[config.mk]
export PLATFORM = sky130hd
export DESIGN_NAME = hopfield_current_engine
export DESIGN_NICKNAME = d
export VERILOG_FILES = /design/src/rtl/hopfield_current_engine.sv
export SDC_FILE = /design/constraint.sdc
export NUM_CORES = 1
export LEC_CHECK = 0
export CAP_MARGIN = 5
export CORE_UTILIZATION = 50
export DETAILED_ROUTE_END_ITERATION = 8
export PLACE_DENSITY = 0.87
export SYNTH_ARGS = -nofsm -noshare
export SYNTH_HDL_FRONTEND = slang
export SYNTH_SLANG_ARGS = --single-unit
export TNS_END_PERCENT = 50
[constraint.sdc]
create_clock -name clk -period 4.31 [get_ports clk]
set_clock_uncertainty 0.1 [all_clocks]
set_input_delay 0.431 -clock clk [delete_from_list [all_inputs] [get_ports clk]]
set_output_delay 0.431 -clock clk [all_outputs]
set_load 0.02 [all_outputs]
[src/rtl/hopfield_current_engine.sv]
// Time-multiplexed synaptic-current engine for the Hopfield network.
// Streams the N*N weight matrix out of the Hebbian weight store one word per
// cycle and folds each word into a single accumulator. Finished rows park in
// shadow registers until all N currents are published together with done.
module hopfield_current_engine #(
  parameter int N               = 7,
  parameter int P               = 4,
  parameter int W_WIDTH         = 16,
  parameter int I_WIDTH         = 32,
  parameter int SPIKE_SCALE     = 256,
  parameter int PATTERN_CURRENT = 131072,
  parameter int AW              = $clog2(N * N)
) (
  input  logic                      clk,
  input  logic                      reset_n,
  input  logic                      start,
  input  logic [N-1:0]              spikes,
  input  logic                      learning_enable,
  input  logic [P-1:0]              pattern_input,
  output logic                      w_rd_en,
  output logic [AW-1:0]             w_addr,
  input  logic signed [W_WIDTH-1:0] w_data,
  output logic                      busy,
  output logic                      done,
  output logic [N*I_WIDTH-1:0]      currents_flat
);

  localparam int SHIFT = $clog2(SPIKE_SCALE);
  localparam int IW    = $clog2(N);
  // Row accumulator: worst case N-1 full-scale products, never overflows.
  localparam int ACC_W = W_WIDTH + SHIFT + $clog2(N) + 2;
  // Working width wide enough for accumulator, pattern current and clamp limits.
  localparam int EXT_W = ((ACC_W > I_WIDTH) ? ACC_W : I_WIDTH) + 2;

  localparam logic [AW-1:0] LAST_ADDR = AW'(N * N - 1);
  localparam logic [IW-1:0] LAST_COL  = IW'(N - 1);

  localparam logic signed [EXT_W-1:0] PAT_EXT = EXT_W'(PATTERN_CURRENT);
  localparam logic signed [EXT_W-1:0] SAT_MAX =
    {{(EXT_W - I_WIDTH + 1){1'b0}}, {(I_WIDTH - 1){1'b1}}};
  localparam logic signed [EXT_W-1:0] SAT_MIN =
    {{(EXT_W - I_WIDTH + 1){1'b1}}, {(I_WIDTH - 1){1'b0}}};

  typedef enum logic [1:0] {
    IDLE    = 2'd0,
    RUN     = 2'd1,
    FLUSH   = 2'd2,
    PUBLISH = 2'd3
  } state_t;

  // Clamp a row total into the signed output current range.
  function automatic logic signed [I_WIDTH-1:0] sat_current(input logic signed [EXT_W-1:0] v);
    logic signed [I_WIDTH-1:0] r;
    if (v > SAT_MAX) begin
      r = SAT_MAX[I_WIDTH-1:0];
    end else if (v < SAT_MIN) begin
      r = SAT_MIN[I_WIDTH-1:0];
    end else begin
      r = v[I_WIDTH-1:0];
    end
    return r;
  endfunction

  state_t state_r, state_s;

  logic              busy_r, busy_s;
  logic              done_r, done_s;
  logic              rd_en_r, rd_en_s;
  logic [AW-1:0]     addr_r, addr_s;
  logic [IW-1:0]     i_r, i_s;
  logic [IW-1:0]     j_r, j_s;
  logic              capture_s;
  logic              publish_s;

  logic [N-1:0]      spk_r;
  logic              learn_r;
  logic [N-1:0]      pat_r;

  // Tag of the weight currently arriving on w_data (issued one cycle earlier).
  logic              tag_v_r;
  logic [IW-1:0]     tag_i_r;
  logic [IW-1:0]     tag_j_r;

  logic signed [ACC_W-1:0]   acc_r;
  logic signed [EXT_W-1:0]   term_s;
  logic signed [EXT_W-1:0]   pat_s;
  logic signed [EXT_W-1:0]   sum_s;
  logic signed [I_WIDTH-1:0] sat_s;
  logic                      row_end_s;

  logic signed [I_WIDTH-1:0] shadow_r     [N];
  logic signed [I_WIDTH-1:0] shadow_nxt_s [N];
  logic [N*I_WIDTH-1:0]      currents_r;

  assign busy          = busy_r;
  assign done          = done_r;
  assign w_rd_en       = rd_en_r;
  assign w_addr        = addr_r;
  assign currents_flat = currents_r;

  // FSM state register.
  always_ff @(posedge clk or negedge reset_n) begin
    if (!reset_n) begin
      state_r <= IDLE;
    end else begin
      state_r <= state_s;
    end
  end

  // FSM next-state logic; start is only looked at in IDLE.
  always_comb begin
    state_s = state_r;
    case (state_r)
      IDLE:    if (start) state_s = RUN; else state_s = IDLE;
      RUN:     if (addr_r == LAST_ADDR) state_s = FLUSH; else state_s = RUN;
      FLUSH:   state_s = PUBLISH;
      PUBLISH: state_s = IDLE;
      default: state_s = IDLE;
    endcase
  end

  // FSM output logic: next values of the registered outputs and read counters.
  always_comb begin
    busy_s    = 1'b0;
    done_s    = 1'b0;
    rd_en_s   = 1'b0;
    addr_s    = addr_r;
    i_s       = i_r;
    j_s       = j_r;
    capture_s = 1'b0;
    publish_s = 1'b0;
    case (state_r)
      IDLE: begin
        if (start) begin
          capture_s = 1'b1;
          busy_s    = 1'b1;
          rd_en_s   = 1'b1;
          addr_s    = '0;
          i_s       = '0;
          j_s       = '0;
        end else begin
          capture_s = 1'b0;
        end
      end
      RUN: begin
        busy_s = 1'b1;
        if (addr_r == LAST_ADDR) begin
          rd_en_s = 1'b0;
        end else begin
          rd_en_s = 1'b1;
          addr_s  = addr_r + AW'(1);
          if (j_r == LAST_COL) begin
            j_s = '0;
            i_s = i_r + IW'(1);
          end else begin
            j_s = j_r + IW'(1);
          end
        end
      end
      FLUSH: begin
        // Last weight lands this cycle; results go out on the coming edge.
        done_s    = 1'b1;
        publish_s = 1'b1;
      end
      PUBLISH: begin
        done_s = 1'b0;
      end
      default: begin
        done_s = 1'b0;
      end
    endcase
  end

  // Registered outputs, read counters and start-time input snapshots.
  always_ff @(posedge clk or negedge reset_n) begin
    if (!reset_n) begin
      busy_r  <= 1'b0;
      done_r  <= 1'b0;
      rd_en_r <= 1'b0;
      addr_r  <= '0;
      i_r     <= '0;
      j_r     <= '0;
      spk_r   <= '0;
      learn_r <= 1'b0;
      pat_r   <= '0;
    end else begin
      busy_r  <= busy_s;
      done_r  <= done_s;
      rd_en_r <= rd_en_s;
      addr_r  <= addr_s;
      i_r     <= i_s;
      j_r     <= j_s;
      if (capture_s) begin
        spk_r   <= spikes;
        learn_r <= learning_enable;
        pat_r   <= N'(pattern_input);
      end
    end
  end

  assign row_end_s = tag_v_r && (tag_j_r == LAST_COL);

  // Contribution of the arriving weight plus the pattern current at row end.
  always_comb begin
    if (tag_v_r && (tag_j_r != tag_i_r) && spk_r[tag_j_r]) begin
      term_s = EXT_W'(w_data) <<< SHIFT;
    end else begin
      term_s = '0;
    end
    if (row_end_s && learn_r && pat_r[tag_i_r]) begin
      pat_s = PAT_EXT;
    end else begin
      pat_s = '0;
    end
    sum_s = EXT_W'(acc_r) + term_s + pat_s;
    sat_s = sat_current(sum_s);
  end

  // Shadow bank as it will be after this edge, with the finishing row folded in.
  always_comb begin
    for (int n = 0; n < N; n++) begin
      if (row_end_s && (tag_i_r == IW'(n))) begin
        shadow_nxt_s[n] = sat_s;
      end else begin
        shadow_nxt_s[n] = shadow_r[n];
      end
    end
  end

  // Accumulator, read-tag pipeline, shadow bank and published currents.
  always_ff @(posedge clk or negedge reset_n) begin
    if (!reset_n) begin
      tag_v_r    <= 1'b0;
      tag_i_r    <= '0;
      tag_j_r    <= '0;
      acc_r      <= '0;
      currents_r <= '0;
      for (int n = 0; n < N; n++) begin
        shadow_r[n] <= '0;
      end
    end else begin
      tag_v_r <= rd_en_r;
      tag_i_r <= i_r;
      tag_j_r <= j_r;
      if (capture_s || row_end_s) begin
        acc_r <= '0;
      end else if (tag_v_r) begin
        acc_r <= ACC_W'(sum_s);
      end
      for (int n = 0; n < N; n++) begin
        shadow_r[n] <= shadow_nxt_s[n];
      end
      if (publish_s) begin
        for (int n = 0; n < N; n++) begin
          currents_r[n*I_WIDTH +: I_WIDTH] <= shadow_nxt_s[n];
        end
      end
    end
  end

endmodule

* Yosys cells after proc, flatten, opt, wreduce, memory -nomap -nowiden *
Index checks and enable logic that the tools add are counted.

cells by class
  add/subtract/negate cells = 5
  order comparisons = 4
  equality and inequality tests = 16
  multiplexer cells = 36
  reduce and logical (&&, ||, !) cells = 19

operators by type and width
  cell                    number
  $mux W32                9
  $mux W29                2
  $add A29 B34 Y34        1
  $add A34 B34 Y34        1
  $gt A34 B32 Y1 const B  1
  $lt A34 B32 Y1 const B  1
  $mux W34                1
  $mux W18                1
  $eq A3 B3 Y1 const B    5
  $mux W3                 5
  $logic_and A1 B1 Y1     12
  $mux W6                 2
  $pmux W3 S2             2
  $pmux W6 S2             1
  $lt A3 B4 Y1 const B    2
  $pmux W2 S4             1
  $mux W1                 7
  $add A3 B1 Y3 const B   2
  $add A6 B1 Y6 const B   1
  $bmux W1 S3             2
  $eq A3 B2 Y1 const B    2
  $eq A6 B6 Y1 const B    1
  $ne A2 B2 Y1 const B    3
  $eq A2 B2 Y1 const B    2
  other kinds (11)        13

storage, ports and cells
  flip-flop bits (word level) = 513
  input port bits = 31

* Depth between registers and ports, before layout *
  depth after elaboration = 10
  depth in mapped cells = 21
  depth with buffers taken out = 17

* Worst setup path after synthesis *
OpenSTA, ideal clock, no wires.

  path kind = flip-flop to flip-flop
  start = register tag_i_r[0]
  end = register currents_r[27], in the netlist currents_flat[27]
  library setup time = 0.125 ns
  arrival time = 3.959 ns
  data required time = 4.085 ns
  slack = 0.126 ns
  stages on the path, launching flop included = 20
  path buffers = 2
  period minus slack after synthesis = 4.184 ns
  cell sequence = dfrtp_1 clkbuf_1 xnor2_1 nand2_1 o21ai_0 o21ai_0 and2_1 nand2_1 fa_1 inv_1 ha_1 and4_4 nand3_2 nand3b_1 a2111oi_2 or2_1 buf_4 maj3_4 a21oi_2 mux2_4

RTL lines
  element                          line  RTL
  from (decl)                      81    logic [IW-1:0] tag_i_r;
  from (signal assigned)           243   tag_i_r <= i_r;
  to (signal, indexed assignment)  255   currents_r[n*I_WIDTH +: I_WIDTH] <= shadow_nxt_s[n];
  to (decl)                        93    logic [N*I_WIDTH-1:0] currents_r;

* Worst setup path after layout *
  start = register tag_j_r[0]
  end = register currents_r[183], in the netlist currents_flat[183]

on the way
  cells in the longest elaborated chain, start to end = 10
  elaborated cells on any way between the ends = 19

ends and longest elaborated chain
  element                                                      line      RTL
  from (decl)                                                  82        logic [IW-1:0] tag_j_r;
  from (signal assigned)                                       244       tag_j_r <= j_r;
  $bmux W1 S3, or another cell as far along                    205       if (tag_v_r && (tag_j_r != tag_i_r) && spk_r[tag_j_r]) begin
  $mux W1 (implied by the code), or another cell as far along  205
  $logic_and A1 B1 Y1 (on tied branches)                       205, 210
  $mux W34 / $logic_and A1 B1 Y1 (equally long branches)       205, 210
  $add A29 B34 Y34 / $mux W18 (equally long branches)          215, 210
  $add A34 B34 Y34                                             215       sum_s = EXT_W'(acc_r) + term_s + pat_s;
  $lt A34 B32 Y1                                               56        end else if (v < SAT_MIN) begin
  $mux W32                                                     56
  $mux W32                                                     54        if (v > SAT_MAX) begin
  $mux W32 (*)                                                 222       if (row_end_s && (tag_i_r == IW'(n))) begin

Mark *: on every way between the ends. The rest lies on a longest branch, timed or not. The select of a mux whose other input is x is not followed.
A chain may end at the register's enable or synchronous reset.

==> flow_metrics.env <==
export IMPL_r2r_slack_ns=0.009
export IMPL_final_nets=2457
export IMPL_synthArstFlopShare=1.000
export IMPL_synth_area_per_cell_um2=10.03
export IMPL_seq_area_frac_synth=0.6147
export IMPL_dp_cells=2831
export IMPL_clkLatencyLatePin_ns=0.62
export IMPL_cp_end_kind="flip-flop"
export IMPL_dieArea_mm2=0.04193
export IMPL_seqPwrFrac=0.519
export IMPL_clk_pin_slew_ns=0.06
export IMPL_grt_use_total=0.2765
export IMPL_p_leak_nw=12.72
export IMPL_tns_ns=0
export IMPL_critPathKind="flip-flop to flip-flop"
export IMPL_grt_pass1_wl_mm=89.85
export IMPL_mostFrequentLayoutCells="nand2_1, dfrtp_1, clkdlybuf4s50_1, nor2_1, o21ai_0"
export IMPL_hold_viol_final=0
export IMPL_place_congestion=0.8802
export IMPL_numPortBuffers=263
export IMPL_synth_nets=2127
export IMPL_worst_slack_ns=0.009493
export IMPL_power_internal_mw=7.205
export IMPL_drive_gt1_frac=0.1558
export IMPL_grt_start_max_net_pins=111
export IMPL_slew_violations=0
export IMPL_finalNonFillerCells=2938
export IMPL_rows=73
export IMPL_switchingPower_mw=1.930
export IMPL_antenna_cells=0
export IMPL_powerDensity_mw_per_mm2=337.4
export IMPL_hpwl_mm=38.12
export IMPL_dr_first_iter_drc_count=1190
export IMPL_antenna_left=0
export IMPL_dieWidth_um=204.8
export IMPL_layout_commonest_cell="nand2_1"
export IMPL_via_count=16490
export IMPL_routed_via_density=5.613
export IMPL_ys_seq_elements=505
export IMPL_cts_htree_levels=2
export IMPL_die_h_um=204.8
export IMPL_outcome="completed"
export IMPL_cts_path_max_buffers=3
export IMPL_syn2layout_area_growth_pct=31.71
export IMPL_ys_types=71
export IMPL_clkPwrFrac=0.467
export IMPL_holdPathEnd="pat_r[3]"
export IMPL_rsz0062_at_grt="yes"
export IMPL_switching_share=0.2113
export IMPL_clockRootBuffer="clkbuf_16"
export IMPL_wl_per_cell_um=19.83
export IMPL_clock_sinks=505
export IMPL_finalSetupViolations=0
export IMPL_maxCapViolCount=0
export IMPL_cp_start_kind="flip-flop"
export IMPL_syn_area_mm2=0.02056
export IMPL_start_util=0.5127
export IMPL_first_pass_iters=6
export IMPL_cp_data_arrival_time_ns=4.64
export IMPL_hold_path_class="input port to flip-flop"
export IMPL_ioPinCount=264
export IMPL_cts_tree="done"
export IMPL_drcViolationCount=0
export IMPL_post_dp_cell_area_mm2=0.02440
export IMPL_crit_start="tag_j_r[0]"
export IMPL_core_area_mm2=0.04010
export IMPL_ir_drop_mv=0.3461
export IMPL_relSlewSlack=0.07940
export IMPL_worst_slew_pin_slew_ns=1.379
export IMPL_cp_max_fo=7
export IMPL_cts_buffers=50
export IMPL_syn_inst=2050
export IMPL_antenna_found_initial=0
export IMPL_ys_flop_type="dfrtp_1"
export IMPL_totalWireLength_mm=58.26
export IMPL_fin_crit_ns=4.301
export IMPL_yosysWarnings=0
export IMPL_grt_overflow_total=0
export IMPL_ff2ff_path_depth=19
export IMPL_first_global_vias=16720
export IMPL_cp_required_ns=4.65
export IMPL_power_share_combinational=0.014
export IMPL_post_route_period_util=0.9978
export IMPL_min_path_cells=3
export IMPL_fin_util=0.6753
export IMPL_preCtsSetupSlack_ns=-0.3715
export IMPL_reg2reg_from="tag_j_r[0]"
export IMPL_synth_edf_count=0
export IMPL_fmax_ghz=0.2325
export IMPL_r2r_end="currents_flat[183]"
export IMPL_min_from="pattern_input[3]"
export IMPL_post_route_cell_area_mm2=0.02708
Yosys cell counts (all sizes together) (2+ instances only):
| library cell | n | area [um2] |
|---|---|---|
| o31ai | 27 | 202.7 |
| buf | 28 | 162.7 |
| fa | 2 | 40.04 |
| and3 | 55 | 349.1 |
| a21oi | 80 | 434.2 |
| a211oi | 3 | 22.52 |
| inv | 27 | 101.3 |
| maj3 | 7 | 78.82 |
| a2111oi | 2 | 23.77 |
| o2111ai | 2 | 17.52 |
| clkbuf | 95 | 357.8 |
| nor2b | 3 | 18.77 |
| o22ai | 12 | 75.07 |
| mux2i | 2 | 20.02 |
| a22o | 8 | 70.07 |
| a31oi | 90 | 563.0 |
| nand4 | 6 | 37.54 |
| nand3 | 19 | 105.1 |
| o211ai | 3 | 22.52 |
| mux4 | 2 | 45.04 |
| o21bai | 4 | 30.03 |
| nand2 | 544 | 2059 |
| or2 | 7 | 43.80 |
| and2 | 4 | 25.02 |
| a2bb2oi | 3 | 38.79 |
| o31a | 2 | 18.77 |
| xor2 | 13 | 113.9 |
| nor2 | 221 | 832.1 |
| nand3b | 2 | 15.01 |
| mux2 | 22 | 274.0 |
| nor3 | 8 | 40.04 |
| o21a | 8 | 60.06 |
| o21ai | 158 | 798.3 |
| a21o | 4 | 30.03 |
| xnor2 | 8 | 70.07 |
| nand2b | 5 | 31.28 |
| or3 | 3 | 18.77 |
| dfrtp | 505 | 12640 |
| ha | 44 | 550.5 |
cells by family after synthesis:
| group | share of synthesized area |
|---|---|
| AO/OA/AOI/OAI | 0.1213 |
| XOR/XNOR | 0.008947 |
| adder cells (fa/ha/maj) | 0.03256 |
| buffers and inverters | 0.03025 |
| flip-flops | 0.6147 |
| multiplexers | 0.01649 |
| AND/OR/NAND/NOR | 0.1757 |
area by class of cell:
cell class | instances | area (um2)
fill | 2815 | 13020
sequential | 505 | 12640
multi-input combinational | 1396 | 8154
timing repair buffer | 400 | 3924
clock buffer | 77 | 1483
tap | 525 | 656.9
inverter | 27 | 111.4
clock inverter | 8 | 110.1
worst max path at each step:
stage | end | slack, ns | cells after the start
floorplan | currents_flat[27] | 0.13 | 19
global placement | currents_flat[199] | -0.21 | 19
detailed placement | currents_flat[198] | -0.37 | 19
CTS | currents_flat[3] | -0.05 | 19
global route | currents_flat[151] | -0.11 | 17
finish | currents_flat[183] | 0.009 | 19
power by group through the flow:
| stage | sequential (mW) | clock (mW) | combinational, mW |
|---|---|---|---|
| CTS | 4.74 | 4.32 | 0.136 |
| floorplan | 4.83 | 0 | 0.000252 |
| finish | 4.74 | 4.26 | 0.129 |
| global route | 4.74 | 4.50 | 0.151 |
| detailed placement | 4.83 | 0 | 0.134 |
| global placement | 4.83 | 0 | 0.131 |
stage by stage:
stage | total power, mW | hold slack (ns)
after floorplan | 4.829 | 0.03541
after global placement | 4.958 | 0.2860
after detailed placement | 4.962 | 0.2980
after CTS | 9.194 | 0.2408
after global routing | 9.388 | 0.2735
final | 9.135 | 0.2632
registers in the layout (all words and copies together) (netlist names), 2 cells and up:
| register | cells |
|---|---|
| spk_r | 7 |
| i_r | 3 |
| shadow_r | 224 |
| j_r | 3 |
| pat_r | 4 |
| currents_flat | 224 |
| tag_i_r | 3 |
| acc_r | 21 |
| tag_j_r | 3 |
| state_r | 2 |
| w_addr | 6 |
per-layer routing:
metal / routed length, um / GRT usage / vias up
met3: 4108 / 0.06347 / 139
li1: - / - / 7551
met1: 23310 / 0.3491 / 8224
met4: 2337 / 0.1194 / 0
met5: 0 / 0 / -
met2: 28500 / 0.4558 / 578
timing repair:
action                                  in CTS  in global routing
resized for setup                           43                121
cloned                                       2                  2
pin swaps                                   15                 35
hold endpoints to repair                   104                  0
setup buffers                                8                 10
endpoints found under the setup margin     284                321
hold buffers                                 1                  0
critical path, stage by stage, from the launching register on:
cell and delay (ns):
dfrtp_1 0.40, buf_6 0.14, xnor2_2 0.12, nand2_1 0.10, o21ai_2 0.07, o21ai_2 0.18
and2_4 0.18, nand2_1 0.07, fa_1 0.51, inv_1 0.06, ha_4 0.27, and4_4 0.25
nand3_2 0.08, nand3b_1 0.26, a2111oi_4 0.47, nor2_4 0.10, maj3_4 0.42, buf_6 0.15
nor2_4 0.12, o31ai_1 0.09
Note: power is estimated with default switching activity, not from simulation.
